===== src/rtl/ahblite_bm_pkg.sv =====
// Shared AHB-Lite encodings and field widths for the bus-matrix output stage.
package ahblite_bm_pkg;

  localparam logic [1:0] HTRANS_IDLE   = 2'b00;
  localparam logic [1:0] HTRANS_BUSY   = 2'b01;
  localparam logic [1:0] HTRANS_NONSEQ = 2'b10;
  localparam logic [1:0] HTRANS_SEQ    = 2'b11;

  localparam int HSIZE_W  = 3;
  localparam int HBURST_W = 3;
  localparam int HPROT_W  = 4;

  localparam logic [HBURST_W-1:0] HBURST_SINGLE = 3'b000;

  // True while the owner is inside a burst. The opening NONSEQ of a multi-beat
  // burst counts as well, otherwise the grant could move after beat 1.
  function automatic logic htrans_holds(input logic [1:0]          htrans,
                                        input logic [HBURST_W-1:0] hburst);
    return (htrans == HTRANS_BUSY) || (htrans == HTRANS_SEQ) ||
           ((htrans == HTRANS_NONSEQ) && (hburst != HBURST_SINGLE));
  endfunction

endpackage


===== src/rtl/ahblite_busmatrix_rr_arbiter.sv =====
// Registered round-robin arbiter for one slave port. Holds the current owner
// while 'hold' is set or the bus is stalled; otherwise grants the next
// requester after the last winner.
//
//  state     | meaning
//  NOPORT    | own_vld=0, no input owns the address phase
//  OWNED(k)  | own_vld=1, own_idx=k drives the address phase
module ahblite_busmatrix_rr_arbiter #(
  parameter int NUM_IN = 4,
  parameter int IDX_W  = $clog2(NUM_IN)
) (
  input  logic              hclk,
  input  logic              hreset,
  input  logic [NUM_IN-1:0] req,
  input  logic              hold,
  input  logic              hready,
  output logic              own_vld,
  output logic [IDX_W-1:0]  own_idx
);

  logic             own_vld_q, own_vld_d;
  logic [IDX_W-1:0] own_idx_q, own_idx_d;
  logic [IDX_W-1:0] last_idx_q, last_idx_d;
  logic             found;
  logic [IDX_W-1:0] pick;

  // Two-pass scan: indices above last_idx first, then wrap; the last owner is checked last.
  always_comb begin
    found = 1'b0;
    pick  = last_idx_q;
    for (int j = 0; j < NUM_IN; j++) begin
      if (!found && req[j] && (IDX_W'(j) > last_idx_q)) begin
        found = 1'b1;
        pick  = IDX_W'(j);
      end
    end
    for (int j = 0; j < NUM_IN; j++) begin
      if (!found && req[j] && (IDX_W'(j) <= last_idx_q)) begin
        found = 1'b1;
        pick  = IDX_W'(j);
      end
    end
  end

  // Next-state: only re-arbitrate on a completed address phase outside a hold.
  always_comb begin
    own_vld_d  = own_vld_q;
    own_idx_d  = own_idx_q;
    last_idx_d = last_idx_q;
    if (hready && !hold) begin
      own_vld_d = found;
      if (found) begin
        own_idx_d  = pick;
        last_idx_d = pick;
      end
    end
  end

  // State registers; reset points last_idx at the top so port 0 wins first.
  always_ff @(posedge hclk) begin
    if (hreset) begin
      own_vld_q  <= 1'b0;
      own_idx_q  <= '0;
      last_idx_q <= IDX_W'(NUM_IN - 1);
    end else begin
      own_vld_q  <= own_vld_d;
      own_idx_q  <= own_idx_d;
      last_idx_q <= last_idx_d;
    end
  end

  assign own_vld = own_vld_q;
  assign own_idx = own_idx_q;

endmodule


===== src/rtl/ahblite_busmatrix_outputstage_rr.sv =====
// AHB-Lite bus-matrix output stage: NUM_IN input stages share one slave.
// Round-robin arbiter with burst hold, address-phase mux, data-phase owner
// tracking for HWDATA and slave-side HREADY.
// Optional macro OUTSTAGE_LOCK_EN: HMASTLOCK from the owner extends the grant
// and is forwarded to the slave; without it HMASTLOCK is tied low.
module ahblite_busmatrix_outputstage_rr
  import ahblite_bm_pkg::*;
#(
  parameter int NUM_IN = 4,
  parameter int ADDR_W = 32,
  parameter int DATA_W = 32
) (
  input  logic                       HCLK,
  input  logic                       HRESET,
  input  logic [NUM_IN-1:0]          HSEL_IN,
  input  logic [NUM_IN-1:0]          TRANS_HOLD_IN,
  input  logic [NUM_IN*ADDR_W-1:0]   HADDR_IN,
  input  logic [2*NUM_IN-1:0]        HTRANS_IN,
  input  logic [NUM_IN-1:0]          HWRITE_IN,
  input  logic [HSIZE_W*NUM_IN-1:0]  HSIZE_IN,
  input  logic [HBURST_W*NUM_IN-1:0] HBURST_IN,
  input  logic [HPROT_W*NUM_IN-1:0]  HPROT_IN,
  input  logic [NUM_IN-1:0]          HMASTLOCK_IN,
  input  logic [NUM_IN*DATA_W-1:0]   HWDATA_IN,
  input  logic                       HREADYOUT,
  output logic [NUM_IN-1:0]          ACTIVE_IN,
  output logic                       HSEL,
  output logic [ADDR_W-1:0]          HADDR,
  output logic [1:0]                 HTRANS,
  output logic                       HWRITE,
  output logic [HSIZE_W-1:0]         HSIZE,
  output logic [HBURST_W-1:0]        HBURST,
  output logic [HPROT_W-1:0]         HPROT,
  output logic                       HMASTLOCK,
  output logic                       HREADY,
  output logic [DATA_W-1:0]          HWDATA
);

  localparam int IDX_W = $clog2(NUM_IN);

  logic [NUM_IN-1:0] req;
  logic              hold;
  logic              lock_own;
  logic              own_vld;
  logic [IDX_W-1:0]  own_idx;
  logic              dat_vld_q, dat_vld_d;
  logic [IDX_W-1:0]  dat_idx_q, dat_idx_d;

  assign req = HSEL_IN & TRANS_HOLD_IN;

  ahblite_busmatrix_rr_arbiter #(
    .NUM_IN (NUM_IN),
    .IDX_W  (IDX_W)
  ) u_arb (
    .hclk    (HCLK),
    .hreset  (HRESET),
    .req     (req),
    .hold    (hold),
    .hready  (HREADY),
    .own_vld (own_vld),
    .own_idx (own_idx)
  );

  // Address-phase mux: owner fields to the slave, everything low with no owner.
  always_comb begin
    ACTIVE_IN = '0;
    HSEL      = 1'b0;
    HADDR     = '0;
    HTRANS    = HTRANS_IDLE;
    HWRITE    = 1'b0;
    HSIZE     = '0;
    HBURST    = '0;
    HPROT     = '0;
    for (int i = 0; i < NUM_IN; i++) begin
      if (own_vld && (own_idx == IDX_W'(i))) begin
        ACTIVE_IN[i] = 1'b1;
        HSEL         = HSEL_IN[i];
        HADDR        = HADDR_IN[i*ADDR_W +: ADDR_W];
        HTRANS       = HTRANS_IN[i*2 +: 2];
        HWRITE       = HWRITE_IN[i];
        HSIZE        = HSIZE_IN[i*HSIZE_W +: HSIZE_W];
        HBURST       = HBURST_IN[i*HBURST_W +: HBURST_W];
        HPROT        = HPROT_IN[i*HPROT_W +: HPROT_W];
      end
    end
  end

`ifdef OUTSTAGE_LOCK_EN
  // Owner's lock request: forwarded to the slave and keeps the grant.
  always_comb begin
    lock_own = 1'b0;
    for (int i = 0; i < NUM_IN; i++) begin
      if (own_vld && (own_idx == IDX_W'(i))) lock_own = HMASTLOCK_IN[i];
    end
  end
  assign HMASTLOCK = lock_own;
`else
  logic unused_hmastlock_in;
  assign unused_hmastlock_in = ^HMASTLOCK_IN;
  assign lock_own  = 1'b0;
  assign HMASTLOCK = 1'b0;
`endif

  assign hold = own_vld & (htrans_holds(HTRANS, HBURST) | lock_own);

  assign HREADY = dat_vld_q ? HREADYOUT : 1'b1;

  // Write data follows whichever input owns the current data phase.
  always_comb begin
    HWDATA = '0;
    for (int i = 0; i < NUM_IN; i++) begin
      if (dat_vld_q && (dat_idx_q == IDX_W'(i))) HWDATA = HWDATA_IN[i*DATA_W +: DATA_W];
    end
  end

  // Data-phase owner advances with each accepted address phase.
  always_comb begin
    dat_vld_d = dat_vld_q;
    dat_idx_d = dat_idx_q;
    if (HREADY) begin
      dat_vld_d = own_vld & HSEL;
      dat_idx_d = own_idx;
    end
  end

  // Data-phase registers; reset drops any in-flight data phase.
  always_ff @(posedge HCLK) begin
    if (HRESET) begin
      dat_vld_q <= 1'b0;
      dat_idx_q <= '0;
    end else begin
      dat_vld_q <= dat_vld_d;
      dat_idx_q <= dat_idx_d;
    end
  end

endmodule

===== config.mk =====
export PLATFORM = sky130hd
export DESIGN_NAME = ahblite_busmatrix_outputstage_rr
export DESIGN_NICKNAME = d
export VERILOG_FILES = /design/src/rtl/ahblite_bm_pkg.sv /design/src/rtl/ahblite_busmatrix_rr_arbiter.sv /design/src/rtl/ahblite_busmatrix_outputstage_rr.sv
export SDC_FILE = /design/constraint.sdc
export NUM_CORES = 1
export LEC_CHECK = 0
export CELL_PAD_IN_SITES_DETAIL_PLACEMENT = 1
export CELL_PAD_IN_SITES_GLOBAL_PLACEMENT = 1
export CORE_AREA = 2 2 159 161
export CTS_BUF_LIST = sky130_fd_sc_hd__clkbuf_8
export DETAILED_ROUTE_END_ITERATION = 16
export DIE_AREA = 0 0 161 163
export PLACE_DENSITY_LB_ADDON = 0.08
export SETUP_SLACK_MARGIN = 0.02
export SLEW_MARGIN = 20
export SYNTH_ARGS = -nofsm -noshare
export SYNTH_HDL_FRONTEND = slang
export SYNTH_SLANG_ARGS = --single-unit

===== constraint.sdc =====
create_clock -name HCLK -period 2.75 [get_ports HCLK]
set_input_delay 0.55 -clock HCLK [delete_from_list [all_inputs] [get_ports HCLK]]
set_output_delay 0.55 -clock HCLK [all_outputs]
set_load 0.02 [all_outputs]

==> results_dict.tcl, run 1 <==
set metrics [dict create \
    outcome "finished, final reports clean" \
    num_io_pins 407 \
    synth_top_cell_by_area "mux4_2" \
    min_from "dat_idx_q[1]" \
    wl_per_cell_um 19.76 \
    portBuffers 401 \
    first_global_vias 4658 \
    die_w_um 161 \
    crit_chain "clkdlybuf4s50_1 -> mux4_2 -> and2_1 -> clkdlybuf4s50_1" \
    nets 979 \
    fin_setup_tns_ns 0 \
    synth_nets 577 \
    worstReg2RegStart "u_arb.own_idx[0]" \
    rows 58 \
    cts-root-buf "clkbuf_8" \
    yosysMostFrequentCell "and2_1" \
    cts.sinks 8 \
    cts_buffer_depth 2 \
    cp_data_required_time_ns 2.20 \
    drive_above_1_share_pct 17.10 \
    hold_viol 0 \
    max_freq_mhz 368.6 \
    syn_to_final_growth_pct 163.0 \
    start_util_pct 11.68 \
    nFillCells 2760 \
    cp_max_fo 1 \
    clk_latency_ns 0.23 \
    setup_viol 0 \
    post_cts_buffers 0 \
    seq_area_um2 166.4 \
    fin_crit_sh_pct 98.65 \
    async_reset_ff_share_pct 0 \
    multi_input_area_um2 2586 \
    synth_top_area_share_pct 57.81 \
    grt_max_degree 37 \
    drt_first_pass_iters 4 \
    fp.dieH_um 163 \
    worstSetupStartpoint "HWDATA_IN[2]" \
    netlist_area_um2 2883 \
    clk_pin_slew_ns 0.04 \
    antenna_found_initial 4 \
    avgViaCountPerCell 4.102 \
    ys_seq_elements 8 \
    grt_setup_unrepaired "no" \
    dr.first_iter.drc_count 98 \
    layout_min_cycle_time_ns 2.713 \
    ys_seq_area_share_pct 5.556 \
    grt_pass1_wl_um 28330 \
    ys_types 39 \
    core_area_um2 24670 \
    syn_inst 254 \
    cts_tree "done" \
    detail-route-antenna-nets 0 \
    drcViolationCount 0 \
    ir_drop_mv 0.1360 \
    dieArea_um2 26240 \
    cp_common_cell "clkdlybuf4s50_1" \
    ys.flop_type "dfxtp_1" \
    max_stage_delay_ns 0.54 \
    end_kind "primary output" \
    clock_skew_ns 0.004548 \
    power_density_nw_per_um2 322.6 \
    slowest_stage "clkdlybuf4s50_1" \
    synth_edf_count 0 \
    vias 4057 \
    yosys_warnings 0 \
    slew_violations 0 \
    numCtsBuffers 3 \
    cp-start-kind "input port" \
    ctsHoldBuffers 0 \
    cts_max_level 1 \
    drt_wl_total_um 19550 \
    critical_path_class "in -> out" \
    hold_class "reg -> reg" \
    power.leakage_uw 0.003062 \
    track_usage_pct 14.23 \
    slew_headroom_pct 57.81 \
    stdcell_area_um2 7582 \
    tightest_slew_ns 0.6230 \
    maxCapViolCount 0 \
    gp_congestion 0.8096 \
    dpl.hpwl_um 17250 \
    gr-total-overflow 0 \
    post_dp_cell_area_um2 7447 \
    fin_util_pct 30.73 \
    synth_commonest_cells "and2_1 (77), mux4_2 (74), clkbuf_1 (17)" \
    synth_top_cells_by_area "mux4_2 (58%), and2_1 (17%), dfxtp_1 (5.6%)" \
    avgSynthCellArea_um2 11.35 \
    cp.arrival_ns 2.16 \
]
[repair_timing]
action,4_1_cts,5_1_grt
gates resized for setup,3,33
pin swaps,0,0
setup endpoints to repair,3,34
hold endpoints to repair,0,0
cloned,0,0
[kinds of logic (layout without fill, tap and decap cells)]
family	count (synthesis)	count (layout)	share of synthesized area, %
other cells	1	5	0.1301
simple gates	104	104	21.44
compound gates	28	28	6.858
buf+inv	31	432	4.731
mux	82	82	61.28
flops	8	8	5.555
[power by group]
group / switching (uW) / internal, uW / total (uW)
logic: 825 / 1300 / 2120
clock network: 48.3 / 96.8 / 145
registers: 40.6 / 140 / 180
[path summary, 6_finish.rpt]
check	end	slack [ns]	cells past startpoint
worst max-delay path	HWDATA[2]	0.04	4
worst min-delay path	dat_idx_q[1]	0.50	2
worst max register to register	u_arb.last_idx_q[0]	0.38	6
worst min register to register	dat_idx_q[1]	0.50	2
[layout make-up]
type / instances / share of cell area, %
multi-input cells: 215 / 34.11
flip-flops and latches: 8 / 2.195
diodes: 4 / 0.1320
clock inverters: 1 / 0.04950
repair buffers: 426 / 57.43
well taps: 330 / 5.446
clock buffers: 3 / 0.5446
inverters: 2 / 0.09901
[critical path: cells and delay by family]
kind / cells / cell delay [ns]
buffers and inverters: 2 / 0.99
multiplexers: 1 / 0.46
AND/OR/NAND/NOR: 1 / 0.17
[layer usage]
layer	vias to the layer above	GRT usage, %	part of all wire, %
met1	1943	13.66	33
met4	0	4.870	2.4
li1	1832	-	-
met5	-	0	0
met3	20	5.195	11
met2	262	27.82	54
[state kept, by name, summed over array words and instances (netlist names)]
name              count
dat_vld_q             1
u_arb.own_idx         2
dat_idx_q             2
u_arb.last_idx_q      2
u_arb.own_vld         1
[placed cells by master (no fill, tap or decap), types with 3 or more instances in the layout]
cell type        instances
mux2i_1                  4
clkdlybuf4s50_1        365
and2_1                  77
clkbuf_8                 3
o21ai_0                  4
mux2_2                   3
buf_4                   19
nor2b_1                  4
nor2_1                   4
nand2_1                  9
a21oi_1                  6
diode_2                  4
mux4_2                  74
dfxtp_1                  5
dlymetal6s2s_1          32
nand3_1                  3
inv_1                    3
o22ai_1                  3
dlygate4sd2_1            3
buf_12                   6
[per-stage QoR]
step,total power (uW),hold slack (ns),worst slack (ns),std cells
final,2446,0.5038,0.03721,989
after global routing,2618,0.5240,0.02220,989
after floorplan,1256,0.5030,0.3848,254
after CTS,2520,0.5027,0.02020,985
after detailed placement,2366,0.4983,-0.02466,981
after global placement,2346,0.4832,-0.01604,981
Power figures use the tool's default switching activity.
==> inputs of run 2 (changes only) <==
--- a/config.mk
+++ b/config.mk
@@ -11,6 +11,7 @@
 export CTS_BUF_LIST = sky130_fd_sc_hd__clkbuf_8
 export DETAILED_ROUTE_END_ITERATION = 16
 export DIE_AREA = 0 0 161 163
+export HOLD_SLACK_MARGIN = 0.02
 export PLACE_DENSITY_LB_ADDON = 0.08
 export SETUP_SLACK_MARGIN = 0.02
 export SLEW_MARGIN = 20
==> results of run 2 <==
Final layout, timing and power as in run 1 (identical DEF).
